### config.mk
export PLATFORM = sky130hd
export DESIGN_NAME = sub24bit_seq
export DESIGN_NICKNAME = d
export VERILOG_FILES = /design/src/rtl/sub24bit_seq.sv
export SDC_FILE = /design/constraint.sdc
export NUM_CORES = 1
export LEC_CHECK = 0
export ABC_AREA = 1
export CAP_MARGIN = 10
export CELL_PAD_IN_SITES_DETAIL_PLACEMENT = 0
export CELL_PAD_IN_SITES_GLOBAL_PLACEMENT = 1
export CORE_UTILIZATION = 36
export DETAILED_ROUTE_END_ITERATION = 8
export PLACE_DENSITY = 0.87
export SLEW_MARGIN = 20
export SYNTH_ARGS = -nofsm -noshare
export SYNTH_HDL_FRONTEND = slang
export SYNTH_SLANG_ARGS = --single-unit
### constraint.sdc
create_clock -name clk -period 3 [get_ports clk]
set_clock_uncertainty 0.2 [all_clocks]
set_input_delay 0.6 -clock clk [delete_from_list [all_inputs] [get_ports clk]]
set_output_delay 0.6 -clock clk [all_outputs]
set_load 0.02 [all_outputs]
### src/rtl/sub24bit_seq.sv
// sub24bit_seq: 24-bit A-B-Bin computed as two chained 12-bit half-steps with flags and valid/ready handshake
module sub24bit_seq #(
  parameter int WIDTH = 24,
  parameter int HALF  = 12
) (
  input  logic             clk,
  input  logic             reset,
  input  logic             in_valid,
  output logic             in_ready,
  input  logic [WIDTH-1:0] A,
  input  logic [WIDTH-1:0] B,
  input  logic             Bin,
  output logic             out_valid,
  input  logic             out_ready,
  output logic [WIDTH-1:0] DIFF,
  output logic             Bout,
  output logic             ZERO,
  output logic             NEG,
  output logic             OVF
);
  typedef enum logic [1:0] {IDLE, LOW, HIGH, DONE} state_t;
  state_t state, next;
  logic [WIDTH-1:0] a_q, b_q;
  logic [HALF-1:0] lo_q;
  logic bin_q, lb;
  logic [HALF:0] lo_sum, hi_sum;
  assign lo_sum = {1'b0, a_q[HALF-1:0]} + {1'b0, ~b_q[HALF-1:0]} + {{HALF{1'b0}}, ~bin_q};
  assign hi_sum = {1'b0, a_q[WIDTH-1:HALF]} + {1'b0, ~b_q[WIDTH-1:HALF]} + {{HALF{1'b0}}, ~lb};
  always_comb begin
    next = state;
    in_ready = state == IDLE;
    out_valid = state == DONE;
    unique case (state)
      IDLE: next = in_valid ? LOW : IDLE;
      LOW:  next = HIGH;
      HIGH: next = DONE;
      DONE: next = out_ready ? IDLE : DONE;
    endcase
  end
  always_ff @(posedge clk or posedge reset)
    if (reset) state <= IDLE;
    else state <= next;
  // The low half is staged in lo_q so DIFF changes only when the full result lands
  always_ff @(posedge clk or posedge reset)
    if (reset) begin
      a_q <= '0;
      b_q <= '0;
      bin_q <= 1'b0;
      lo_q <= '0;
      lb <= 1'b0;
      DIFF <= '0;
      Bout <= 1'b0;
      ZERO <= 1'b0;
      NEG <= 1'b0;
      OVF <= 1'b0;
    end else begin
      if (state == IDLE && in_valid) begin
        a_q <= A;
        b_q <= B;
        bin_q <= Bin;
      end
      if (state == LOW) begin
        lo_q <= lo_sum[HALF-1:0];
        lb <= ~lo_sum[HALF];
      end
      if (state == HIGH) begin
        DIFF <= {hi_sum[HALF-1:0], lo_q};
        Bout <= ~hi_sum[HALF];
        ZERO <= ~|{hi_sum[HALF-1:0], lo_q};
        NEG <= hi_sum[HALF-1];
        OVF <= (a_q[WIDTH-1] ^ b_q[WIDTH-1]) & (hi_sum[HALF-1] ^ a_q[WIDTH-1]);
      end
    end
endmodule

# After elaboration in Yosys (flattened, before gate mapping)
# Cells that the tools add are included.
dict set report classes {
  add_sub_neg 4
  eq_ne 3
  muxes 3
  bitwise_logic 9
  reduce_logical 4
}
# op n
set op_table {}
lappend op_table {{$add 12x12->13} 2}
lappend op_table {{$add 13x1->13} 2}
lappend op_table {{$not 12->12} 2}
lappend op_table {{$reduce_or 24->1} 1}
lappend op_table {{$pmux 2 s4} 1}
lappend op_table {{$eq 2x2->1 const B} 2}
lappend op_table {{$not 1->1} 4}
lappend op_table {{$eq 2x1->1 const B} 1}
lappend op_table {{$logic_not 2->1} 1}
lappend op_table {{$mux 2} 1}
lappend op_table {{$xor 1x1->1} 2}
lappend op_table {{$and 1x1->1} 1}
lappend op_table {{$logic_and 1x1->1} 1}
lappend op_table {{$logic_not 1->1} 1}
lappend op_table {{$mux 1} 1}
dict set report totals {
  regBits 92
  out_inout_bits 30
  wordCells 34
}

# Longest topological paths before layout
# Gate-level depths: netlist (run 1).
dict set report logic_depth {
  word_depth 5
  depth_mapped 14
  mapped_depth_nobuf 14
}

# Least setup slack after synthesis (run 1)
# OpenSTA, ideal clock, no wires.
dict set report synth_path {
  path_type {reg2reg}
  startpoint {register a_q[12]}
  endpoint {register ZERO}
  arrival_ps 1962
  path_slack_ps 773
  path_stages_with_launch 14
  path_buffers 0
  cell_sequence {dfrtp_1 -> fa_1 -> fa_1 -> nand2_1 -> nand2_1 -> nand3_1 -> nand2_1 -> nand2_1 -> nand2_1 -> nor2_1 -> nand3_1 -> nor2_1 -> nand3_1 -> nand2_1}
}
dict set report synth_via {
  elab_chain_len 4
}
# element line_no
set synth_lines {}
lappend synth_lines {{start, declared} 23} ;# logic [WIDTH-1:0] a_q, b_q;
lappend synth_lines {{start signal, assigned} 46} ;# a_q <= '0;
lappend synth_lines {{start signal, assigned} 58} ;# a_q <= A;
lappend synth_lines {{$add 12x12->13} 28} ;# assign hi_sum = {1'b0, a_q[WIDTH-1:HALF]} + {1'b0, ~b_q[WIDTH-1:HALF]} + {{HALF{1'b0}}, ~lb};
lappend synth_lines {{$add 13x1->13} 28}
lappend synth_lines {{$reduce_or 24->1} 69} ;# ZERO <= ~|{hi_sum[HALF-1:0], lo_q};
lappend synth_lines {{$logic_not 1->1} 69}
lappend synth_lines {{end signal, assigned} 69}
lappend synth_lines {{end, declared} 17} ;# output logic ZERO,
# Every way passes these cells.
# A chain may end at the register's enable or synchronous reset.

# Worst setup path after layout (run 1)
dict set report layout_path {
  startpoint {register state[0]}
  endpoint {output port in_ready}
}
dict set report layout_via {
  elab_chain_len 1
}
# element line_no
set layout_lines {}
lappend layout_lines {{start, declared} 22} ;# state_t state, next;
lappend layout_lines {{start signal, assigned} 42} ;# else state <= next;
lappend layout_lines {{$logic_not 2->1} 31} ;# in_ready = state == IDLE;
lappend layout_lines {{end, declared} 9} ;# output logic in_ready,
# Every way passes these cells.

==> results.md, run 1 <==
* CTS tree: yes
* Mapped Cells at 543
* WL final at between 10000 and 15000 um
* Max-slew violations at 0
* Yosys reg bits at 91
* Fill cell count at 1232
* Total negative slack at 0 ns
* I/O Buffers at 82
* Crit path largest cell delay at 0.67 ns
* DRC Markers at 0
* Worst R2R Path Depth at 13
* Tot GR Track Use at 0.166
* Synth Warn # at 0
* # rows at 41
* R2R Path Start: a_q[12]
* Multi-input logic area at 2060 um^2
* Clock sink total at 91
* CP Launch Point: state[0]
* Max Freq at 394 MHz
* FF-to-FF End: ZERO
* Final Hold Violating Endpoints at 0
* Pre-antenna DRT Iters at 4
* Yosys cell types at 28
* Die Y at 116 um
* Syn nets at 622
* Hold wc startpoint: DIFF[0]
* Reg2reg setup slack at ~0.6 ns
* Ports at 83
* Hold WC Path Type: flip-flop to flip-flop
* WL/cell at between 10 and 15 um
* Final Net Count at ~710
* CTS Buf Count at 9
* Relative slew slack at 0.587
* Seq/Total Area, Yosys at 0.487
* LEAKAGE at 2.88 nW
* Worst setup SP type: flip-flop
* Final Cell Area at 5970 um^2
* Cell taking the most area after synthesis: dfrtp_1
* Post-synth top area share at 0.487
* Layout cells sized above 1 at 0.0824
* Vias in the first global route at 3600
* First-pass GRT wire length at 17000 um
* Layout Area Growth over Synthesis at 27.8%
* Most frequent cells in the layout: 117 x nand2_1, 91 x dfrtp_1, 82 x clkdlybuf4s50_1
* Die X at approximately 120 um
* Kind of end point of the critical path: output pin
* Commonest non-fill, non-tap cell in the layout: nand2_1
* Vias at 3706
* Maximum number of pins on one net before global-route repair at 77
* Die area at 13400 um^2
* Bufs on Longest Clock Path at 2
* PD cells at 1190 nW/um^2
* Status: finished, final reports clean
* Antenna diode count at 0
* 1st-iter DRT viols at 215
* Critical Path Fanout Max at 5
* CP arrival at 1.74 ns
* H-tree depth at 3
* Detailed placement HPWL at 8050 um
* CP top delay family: buffers and inverters
* CTS clk-pin slew, worst paths at 0.06 ns
* Pwr Total at 7.13 mW
* Synthesized area at 4670 um^2
* Syn avg cell area at 8.61 um^2
* Antenna violations before repair at 0
* Avg Vias per Cell at 4.62
* Resize count post-CTS at 0
* GRT overflow at 0
* RSZ-0062 raised after global routing: false
* Kind of critical path: flip-flop to output pin
* Worst slew pin tran at roughly 0.62 ns
* Peak supply drop at 525 uV
* Worst path bufs/invs at 1
* Worst path cell trace: nor2_1, clkdlybuf4s50_1
* Setup Fix Bufs, Post-CTS at 0
* Final Critical Period at between 2 and 3 ns
* Root buf cell: clkbuf_16
* Clock Latency Late Sink at ~0.34 ns
* CP max stage cell: clkdlybuf4s50_1
* Post-route antenna net violation count at 0
* Post-CTS Hold Fix Bufs at 0
* Max_cap viols at 0
* CP Depth at 2
* Final setup vio count at 0
* Initial core utilization at 0.370
* CP endpoint: in_ready
* Period utilization at 0.846
* Core area at 12600 um^2
* WP data required at 2.20 ns
* Reg area at 2280 um^2
* GPL Wtd Cong at 0.879
* Area after DPL at between 5000 and 6000 um^2
* Synth top area cells: dfrtp_1 49%, nand2_1 9.5%, ha_1 5.9%
-- report_power, final --
| part | internal (mW) | switching, mW |
|---|---|---|
| combinational | 1.61 | 2.36 |
| clock | 0.558 | 0.477 |
| sequential | 1.83 | 0.297 |
| total | 4.00 | 3.14 |
-- sequential cells by signal, indices dropped and copies added, names as in the netlist --
signal / flops
a_q: 24
Bout: 1
state: 2
DIFF: 24
OVF: 1
lo_q: 12
bin_q: 1
b_q: 24
lb: 1
ZERO: 1
-- worst min-delay path: cells and delay by family, from the launching register on --
| family | cells | cell delay, ns |
|---|---|---|
| flops | 1 | 0.34 |
| simple gates | 2 | 0.11 |
-- kinds of logic (layout without fill, tap and decap cells) --
family / Yosys count / in the layout / share of synthesized area
compound gates: 89 / 89 / 0.101
xor+xnor: 6 / 6 / 0.0112
fa+ha+maj: 26 / 26 / 0.0760
buf+inv: 84 / 172 / 0.0726
flops: 91 / 91 / 0.487
mux: 23 / 23 / 0.0554
simple gates: 224 / 224 / 0.197
-- stage by stage --
step | hold WS (ns) | instances | setup WS [ns] | util
finish | 0.273 | 803 | 0.461 | 0.473
detailed placement | 0.260 | 787 | 0.595 | 0.452
global route | 0.293 | 803 | 0.383 | 0.473
CTS | 0.277 | 803 | 0.439 | 0.473
floorplan | 0.253 | 543 | 0.773 | -
global placement | 0.262 | 787 | 0.649 | 0.452
-- cell type report --
cell class	count	area share
Inverter	68	0.0434
Sequential cell	91	0.381
Multi-Input combinational cell	368	0.345
Timing Repair Buffer	88	0.149
Tap cell	172	0.0360
Clock inverter	7	0.00733
Clock buffer	9	0.0377
-- Yosys cell counts --
library cell	n
fa_1	4
nand4_1	6
nor3_1	3
o21ai_0	35
a21boi_0	2
o21bai_1	1
o211ai_1	2
nand3b_1	2
dfrtp_1	91
o21ai_1	1
clkbuf_1	3
mux2_2	23
a31oi_1	6
xnor2_1	2
nor2_4	1
buf_2	10
nand2_1	118
inv_1	68
nand3_1	24
or2_0	2
xor2_1	4
a21o_1	1
ha_1	22
o21a_1	1
a21oi_1	40
nor2_1	64
or2_2	4
buf_4	3
-- per-layer routing --
layer | global-route usage | vias to the layer above | share of wire
met5 | 0 | - | 0
met4 | 0.0718 | 0 | 0.020
met3 | 0.0272 | 13 | 0.039
met2 | 0.250 | 74 | 0.43
met1 | 0.235 | 1704 | 0.51
li1 | - | 1915 | -
-- worst min path at each step --
| stage | endpoint | slack, ns | cells past startpoint |
|---|---|---|---|
| 6_report | DIFF[0] | 0.27 | 2 |
| 5_1_grt | DIFF[4] | 0.29 | 2 |
| 4_1_cts | DIFF[4] | 0.28 | 2 |
| 3_5_place_dp | DIFF[4] | 0.26 | 2 |
| 3_3_place_gp | DIFF[0] | 0.26 | 2 |
| 2_1_floorplan | lb | 0.25 | 2 |
No activity file was read; power rests on OpenSTA's default activity.
==> run 2: changes to the inputs <==
--- a/config.mk
+++ b/config.mk
@@ -9,9 +9,9 @@
 export CAP_MARGIN = 10
 export CELL_PAD_IN_SITES_DETAIL_PLACEMENT = 0
 export CELL_PAD_IN_SITES_GLOBAL_PLACEMENT = 1
-export CORE_UTILIZATION = 36
+export CORE_UTILIZATION = 40
 export DETAILED_ROUTE_END_ITERATION = 8
-export PLACE_DENSITY = 0.87
+export PLACE_DENSITY = 0.91
 export SLEW_MARGIN = 20
 export SYNTH_ARGS = -nofsm -noshare
 export SYNTH_HDL_FRONTEND = slang
==> constraint.sdc (replaced) <==
create_clock -name clk -period 2.56 [get_ports clk]
set_clock_uncertainty 0.2 [all_clocks]
set_input_delay 0.512 -clock clk [delete_from_list [all_inputs] [get_ports clk]]
set_output_delay 0.512 -clock clk [all_outputs]
set_load 0.02 [all_outputs]
==> run 2 against run 1 <==
  * The flow now finishes with violations (DRC)
  * Power rose by 21%
  * Via count barely moved
  * Worst hold slack improved by 0.0020 ns
  * Cell count fell by 3.7%
  * Sequential power rose by 17%
  * Non-clock buffer count did not move
  * Wire length fell by 0.30%
  * Setup slack got worse by 0.39 ns
  * Largest cell class unchanged
  * Sequential cell count did not move
  * Global-route usage rose by 1.9 points
  * Die area fell by 9.8%
  * Combinational power rose by 17%
==> results.md, run 2 (same netlist as run 1, synthesis figures left out) <==
* Status: finished with violations (was finished, final reports clean)
* Failing checks: DRC
* Area after DPL at 5680 um^2 (was 5700 um^2)
* Layout Area Growth over Synthesis at 28.7% (was 27.8%)
* Vias at 3708 (was 3706)
* LEAKAGE at 2.91 nW (was 2.88 nW)
* Crit path largest cell delay at 0.68 ns (was 0.67 ns)
* Max-slew violations at 0 (unchanged)
* Antenna violations before repair at 0 (unchanged)
* Pwr Total at 8.65 mW (was 7.13 mW)
* Root buf cell: clkbuf_16 (unchanged)
* CTS clk-pin slew, worst paths at 0.06 ns (about the same)
* RSZ-0062 raised after global routing: false (unchanged)
* Final WS setup at 0.0706 ns (was 0.461 ns)
* Hold WC Path Type: flip-flop to flip-flop (unchanged)
* WP data required at 1.85 ns (was 2.20 ns)
* Setup Fix Bufs, Post-CTS at 0 (unchanged)
* WL/cell at 13.1 um (was 12.7 um)
* Pre-antenna DRT Iters at 6 (was 4)
* Final setup vio count at 0 (unchanged)
* CP top delay family: buffers and inverters (unchanged)
* Maximum number of pins on one net before global-route repair at 77 (unchanged)
* Worst setup SP type: flip-flop (unchanged)
* Die area at 12100 um^2 (was 13400 um^2)
* GRT overflow at 0 (unchanged)
* Detailed placement HPWL at 7900 um (was 8050 um)
* Die X at 110 um (was 116 um)
* GPL Wtd Cong at 0.820 (was 0.879)
* Antenna diode count at 0 (unchanged)
* Worst slew pin tran at 0.593 ns (was 0.618 ns)
* Post-CTS Hold Fix Bufs at 0 (unchanged)
* DP Worst Slack at 0.156 ns (was 0.595 ns)
* Fill cell count at 1070 (was 1232)
* Worst path bufs/invs at 1 (unchanged)
* Final Hold Violating Endpoints at 0 (unchanged)
* Die Y at 110 um (was 116 um)
* Fin util at 0.527 (was 0.473)
* Final Net Count at 705 (unchanged)
* Initial core utilization at 0.409 (was 0.370)
* First-pass GRT wire length at 17000 um (about the same)
* PD cells at 1440 nW/um^2 (was 1190 nW/um^2)
* Fin cells at 773 (was 803)
* WHS at 0.275 ns (was 0.273 ns)
* H-tree depth at 3 (unchanged)
* CP max stage cell: clkdlybuf4s50_1 (unchanged)
* Layout cells sized above 1 at 0.0825 (was 0.0824)
* Clock sink total at 91 (unchanged)
* DRC Markers at 1 (was 0)
* Critical Path Fanout Max at 5 (unchanged)
* Clock Latency Late Sink at 0.34 ns (about the same)
* Kind of end point of the critical path: output pin (unchanged)
* Bufs on Longest Clock Path at 2 (unchanged)
* Placed Cells at 758 (was 787)
* Most frequent cells in the layout: 117 x nand2_1, 91 x dfrtp_1, 82 x clkdlybuf4s50_1 (unchanged)
* Kind of critical path: flip-flop to output pin (unchanged)
* Max_cap viols at 0 (unchanged)
* Final Cell Area at 6010 um^2 (was 5970 um^2)
* Post-route antenna net violation count at 0 (unchanged)
* Final Critical Period at about 2.5 ns
* Period utilization at 0.972
* Vias in the first global route at 3602 (was 3600)
* Largest regs: DIFF x24, a_q x24, b_q x24 (unchanged)
* CP Depth at 2 (unchanged)
* CTS Buf Count at 9 (unchanged)
* WHS Path Cells at 2 (unchanged)
* Peak supply drop at 726 uV (was 525 uV)
* Max Freq at 402 MHz
* Avg Vias per Cell at 4.80 (was 4.62)
* CTS tree: yes (unchanged)
* Worst R2R Path Depth at 9 (was 13)
* Commonest non-fill, non-tap cell in the layout: nand2_1 (unchanged)
* Core area at 11400 um^2 (was 12600 um^2)
* Ports at 83 (unchanged)
* 1st-iter DRT viols at 171 (was 215)
* Worst path cell trace: nor2_1, clkdlybuf4s50_1 (unchanged)
* I/O Buffers at 82 (unchanged)
* Total negative slack at 0 ns (unchanged)
* # rows at 39 (was 41)
* WL final at 10100 um (was 10200 um)
* Tot GR Track Use at 0.185 (was 0.166)
* CP arrival at 1.78 ns (was 1.74 ns)
* Relative slew slack at 0.604 (was 0.587)
run 2: changes by cell type in the layout (fill, tap and decap cells not counted), moves of 2 or more:
cell,change
clkinv_2,-3
fa_2,+2
fa_1,-2
bufinv_16,+3
run 2: worst paths after layout:
check,start,slack (ns),end
min,DIFF[0],0.28,DIFF[0]
max reg2reg,a_q[0],0.26,lo_q[8]
max,state[0],0.07,in_ready
min reg2reg,DIFF[0],0.28,DIFF[0]
max in group asynchronous,reset,1.23,a_q[2]
min in group asynchronous,reset,0.39,DIFF[8]
run 2: routing by layer:
| layer | track usage | wire (um) | vias up |
|---|---|---|---|
| met2 | 0.280 | 4450 | 61 |
| met5 | 0 | 0 | - |
| met4 | 0.0733 | 193 | 0 |
| li1 | - | - | 1913 |
| met3 | 0.0323 | 315 | 15 |
| met1 | 0.263 | 5190 | 1719 |
run 2: cell type report:
class,count,area [um^2],area share
multi-input cells,368,2060,0.343
clock buffers,10,229,0.0381
clock inverters,5,103,0.0171
well taps,143,179,0.0297
inverters,68,259,0.0431
flip-flops and latches,91,2280,0.379
repair buffers,88,903,0.150
run 2: repair_timing:
| item | in CTS | in global routing |
|---|---|---|
| hold endpoints to repair | 0 | 0 |
| endpoints found under the setup margin | 0 | 1 |
| gates resized for setup | 0 | 2 |
run 2: power breakdown:
part	leakage, nW	total [mW]	switching, mW	internal [mW]
registers	1.06	2.49	0.355	2.14
logic	1.69	4.67	2.78	1.89
clock network	0.159	1.49	0.538	0.947
total	2.91	8.65	3.68	4.98
run 2: tightest hold or removal path, stage by stage, from the launching register on:
cell,delay (ns)
dfrtp_1,0.35
nand2_1,0.05
nand2_1,0.04
==> run 3: changes to the inputs <==
--- a/config.mk
+++ b/config.mk
@@ -9,6 +9,7 @@
 export CAP_MARGIN = 10
 export CELL_PAD_IN_SITES_DETAIL_PLACEMENT = 0
 export CELL_PAD_IN_SITES_GLOBAL_PLACEMENT = 1
+export CORE_MARGIN = 5
 export CORE_UTILIZATION = 40
 export DETAILED_ROUTE_END_ITERATION = 8
 export PLACE_DENSITY = 0.91
==> run 3 against run 2 <==
  * The flow now finishes without violations
  * Utilization fell by 0.62 points
  * Design area fell by 1.2%
  * Fmax rose by 3.6%
  * Critical path depth did not move
  * Sequential share of layout area rose by 0.45 points
  * First-iteration DRC count rose by 23%
  * Wire length rose by 2.0%
  * Count of clock-buffer cells in the layout did not move
  * Setup slack improved by 0.086 ns
  * Non-clock buffer count fell by 1
  * Highest routed layer unchanged
==> results.md, run 3 (same netlist as run 1, synthesis figures left out) <==
* Hold WC Path Type: flip-flop to flip-flop (unchanged)
* Final Critical Period at 2.40 ns (was 2.49 ns)
* Worst slew pin tran at 0.390 ns (was 0.593 ns)
* Initial core utilization at 0.409 (unchanged)
* Largest regs: DIFF x24, a_q x24, b_q x24 (unchanged)
* Period utilization at 0.939 (was 0.972)
* Clock sink total at 91 (unchanged)
* Detailed placement HPWL at 8180 um (was 7900 um)
* Maximum number of pins on one net before global-route repair at 77 (unchanged)
* RSZ-0062 raised after global routing: false (unchanged)
* CP max stage cell: clkdlybuf4s50_1 (unchanged)
* # rows at 39 (unchanged)
* Total negative slack at 0 ns (unchanged)
* Worst path bufs/invs at 1 (unchanged)
* CTS tree: yes (unchanged)
* Clock Latency Late Sink at 0.33 ns (was 0.34 ns)
* First-pass GRT wire length at 18300 um (was 17000 um)
* Final Net Count at 704 (was 705)
* Bufs on Longest Clock Path at 2 (unchanged)
* Resize count post-CTS at 0 (unchanged)
* Die area at 13900 um^2 (was 12100 um^2)
* DRC Markers at 0 (was 1)
* Post-route antenna net violation count at 0 (unchanged)
* Vias at 3726 (was 3708)
* CP top delay family: buffers and inverters (unchanged)
* Worst setup SP type: flip-flop (unchanged)
* 1st-iter DRT viols at 210 (was 171)
* Peak supply drop at 663 uV (was 726 uV)
* Max-slew violations at 0 (unchanged)
* Post-CTS Hold Fix Bufs at 0 (unchanged)
* Layout Area Growth over Synthesis at 27.2% (was 28.7%)
* H-tree depth at 3 (unchanged)
* I/O Buffers at 82 (unchanged)
* Die Y at 118 um (was 110 um)
* Critical Path Fanout Max at 5 (unchanged)
* GPL Wtd Cong at 0.847 (was 0.820)
* Crit path largest cell delay at 0.66 ns (was 0.68 ns)
* DP Worst Slack at 0.179 ns (was 0.156 ns)
* Final WS setup at 0.156 ns (was 0.0706 ns)
* Status: finished, final reports clean (was finished with violations)
* Relative slew slack at 0.740 (was 0.604)
* Setup Fix Bufs, Post-CTS at 0 (unchanged)
* CTS clk-pin slew, worst paths at 0.07 ns (was 0.06 ns)
* CTS Buf Count at 9 (unchanged)
* Final Hold Violating Endpoints at 0 (unchanged)
* WP data required at 1.85 ns (about the same)
* Antenna violations before repair at 0 (unchanged)
* Antenna diode count at 0 (unchanged)
* PD cells at 1410 nW/um^2 (was 1440 nW/um^2)
* Avg Vias per Cell at 4.82 (was 4.80)
* Tot GR Track Use at 0.157 (was 0.185)
* Max Freq at 416 MHz (was 402 MHz)
* LEAKAGE at 2.88 nW (was 2.91 nW)
* Layout cells sized above 1 at 0.0841 (was 0.0825)
* Vias in the first global route at 3759 (was 3602)
* WL/cell at 13.4 um (was 13.1 um)
* Kind of end point of the critical path: output pin (unchanged)
* Fill cell count at 1110 (was 1070)
* Commonest non-fill, non-tap cell in the layout: nand2_1 (unchanged)
* Most frequent cells in the layout: 117 x nand2_1, 91 x dfrtp_1, 82 x clkdlybuf4s50_1 (unchanged)
* Ports at 83 (unchanged)
* Worst path cell trace: nor2_2, clkdlybuf4s50_1 (was nor2_1, clkdlybuf4s50_1)
* GRT overflow at 0 (unchanged)
* WL final at 10400 um (was 10100 um)
* Pre-antenna DRT Iters at 4 (was 6)
* CP arrival at 1.69 ns (was 1.78 ns)
* Final setup vio count at 0 (unchanged)
* Root buf cell: clkbuf_16 (unchanged)
* Core area at 11400 um^2 (unchanged)
* Die X at 118 um (was 110 um)
* Kind of critical path: flip-flop to output pin (unchanged)
* Max_cap viols at 0 (unchanged)
==> run 3: area by class of cell <==
type / instances / area, um^2 / share of cell area
clock buffers: 10 / 239 / 0.0402
clock inverters: 6 / 41.3 / 0.00695
inverters: 68 / 259 / 0.0436
multi-input cells: 368 / 2060 / 0.347
flip-flops and latches: 91 / 2280 / 0.383
well taps: 143 / 179 / 0.0301
repair buffers: 87 / 883 / 0.149
==> run 3: path summary, 6_finish.rpt <==
path / from / to / slack, ns / depth (start not counted)
max: state[0] / in_ready / 0.16 / 2
min: OVF / OVF / 0.28 / 2
max reg2reg: a_q[12] / ZERO / 0.21 / 13
min reg2reg: OVF / OVF / 0.28 / 2
max in group asynchronous: reset / a_q[22] / 1.46 / 3
min in group asynchronous: reset / DIFF[6] / 0.42 / 3
==> run 3: power breakdown <==
part           switching, mW  total, mW  internal, mW
sequential             0.351       2.49          2.14
combinational           2.78       4.68          1.90
clock                  0.546       1.23         0.682
==> run 3: routing by layer <==
metal	wire (um)	global-route usage
met3	474	0.0269
met2	4550	0.228
met5	0	0
met1	5210	0.238
met4	121	0.0502
==> run 3: per-stage QoR <==
step	instance area [um^2]	util	std cells	hold slack (ns)	power [mW]
detailed placement	5660	0.496	757	0.272	7.20
global route	5940	0.520	773	0.301	9.27
global placement	5660	0.496	757	0.261	7.09
finish	5940	0.520	773	0.282	8.40
floorplan	4680	-	543	0.253	5.78
CTS	5940	0.520	773	0.287	8.46
==> run 3: tightest hold or removal path, cell delays in order, from the launching register on <==
cell	delay, ns
dfrtp_1	0.34
nand2_1	0.06
nand2_1	0.05
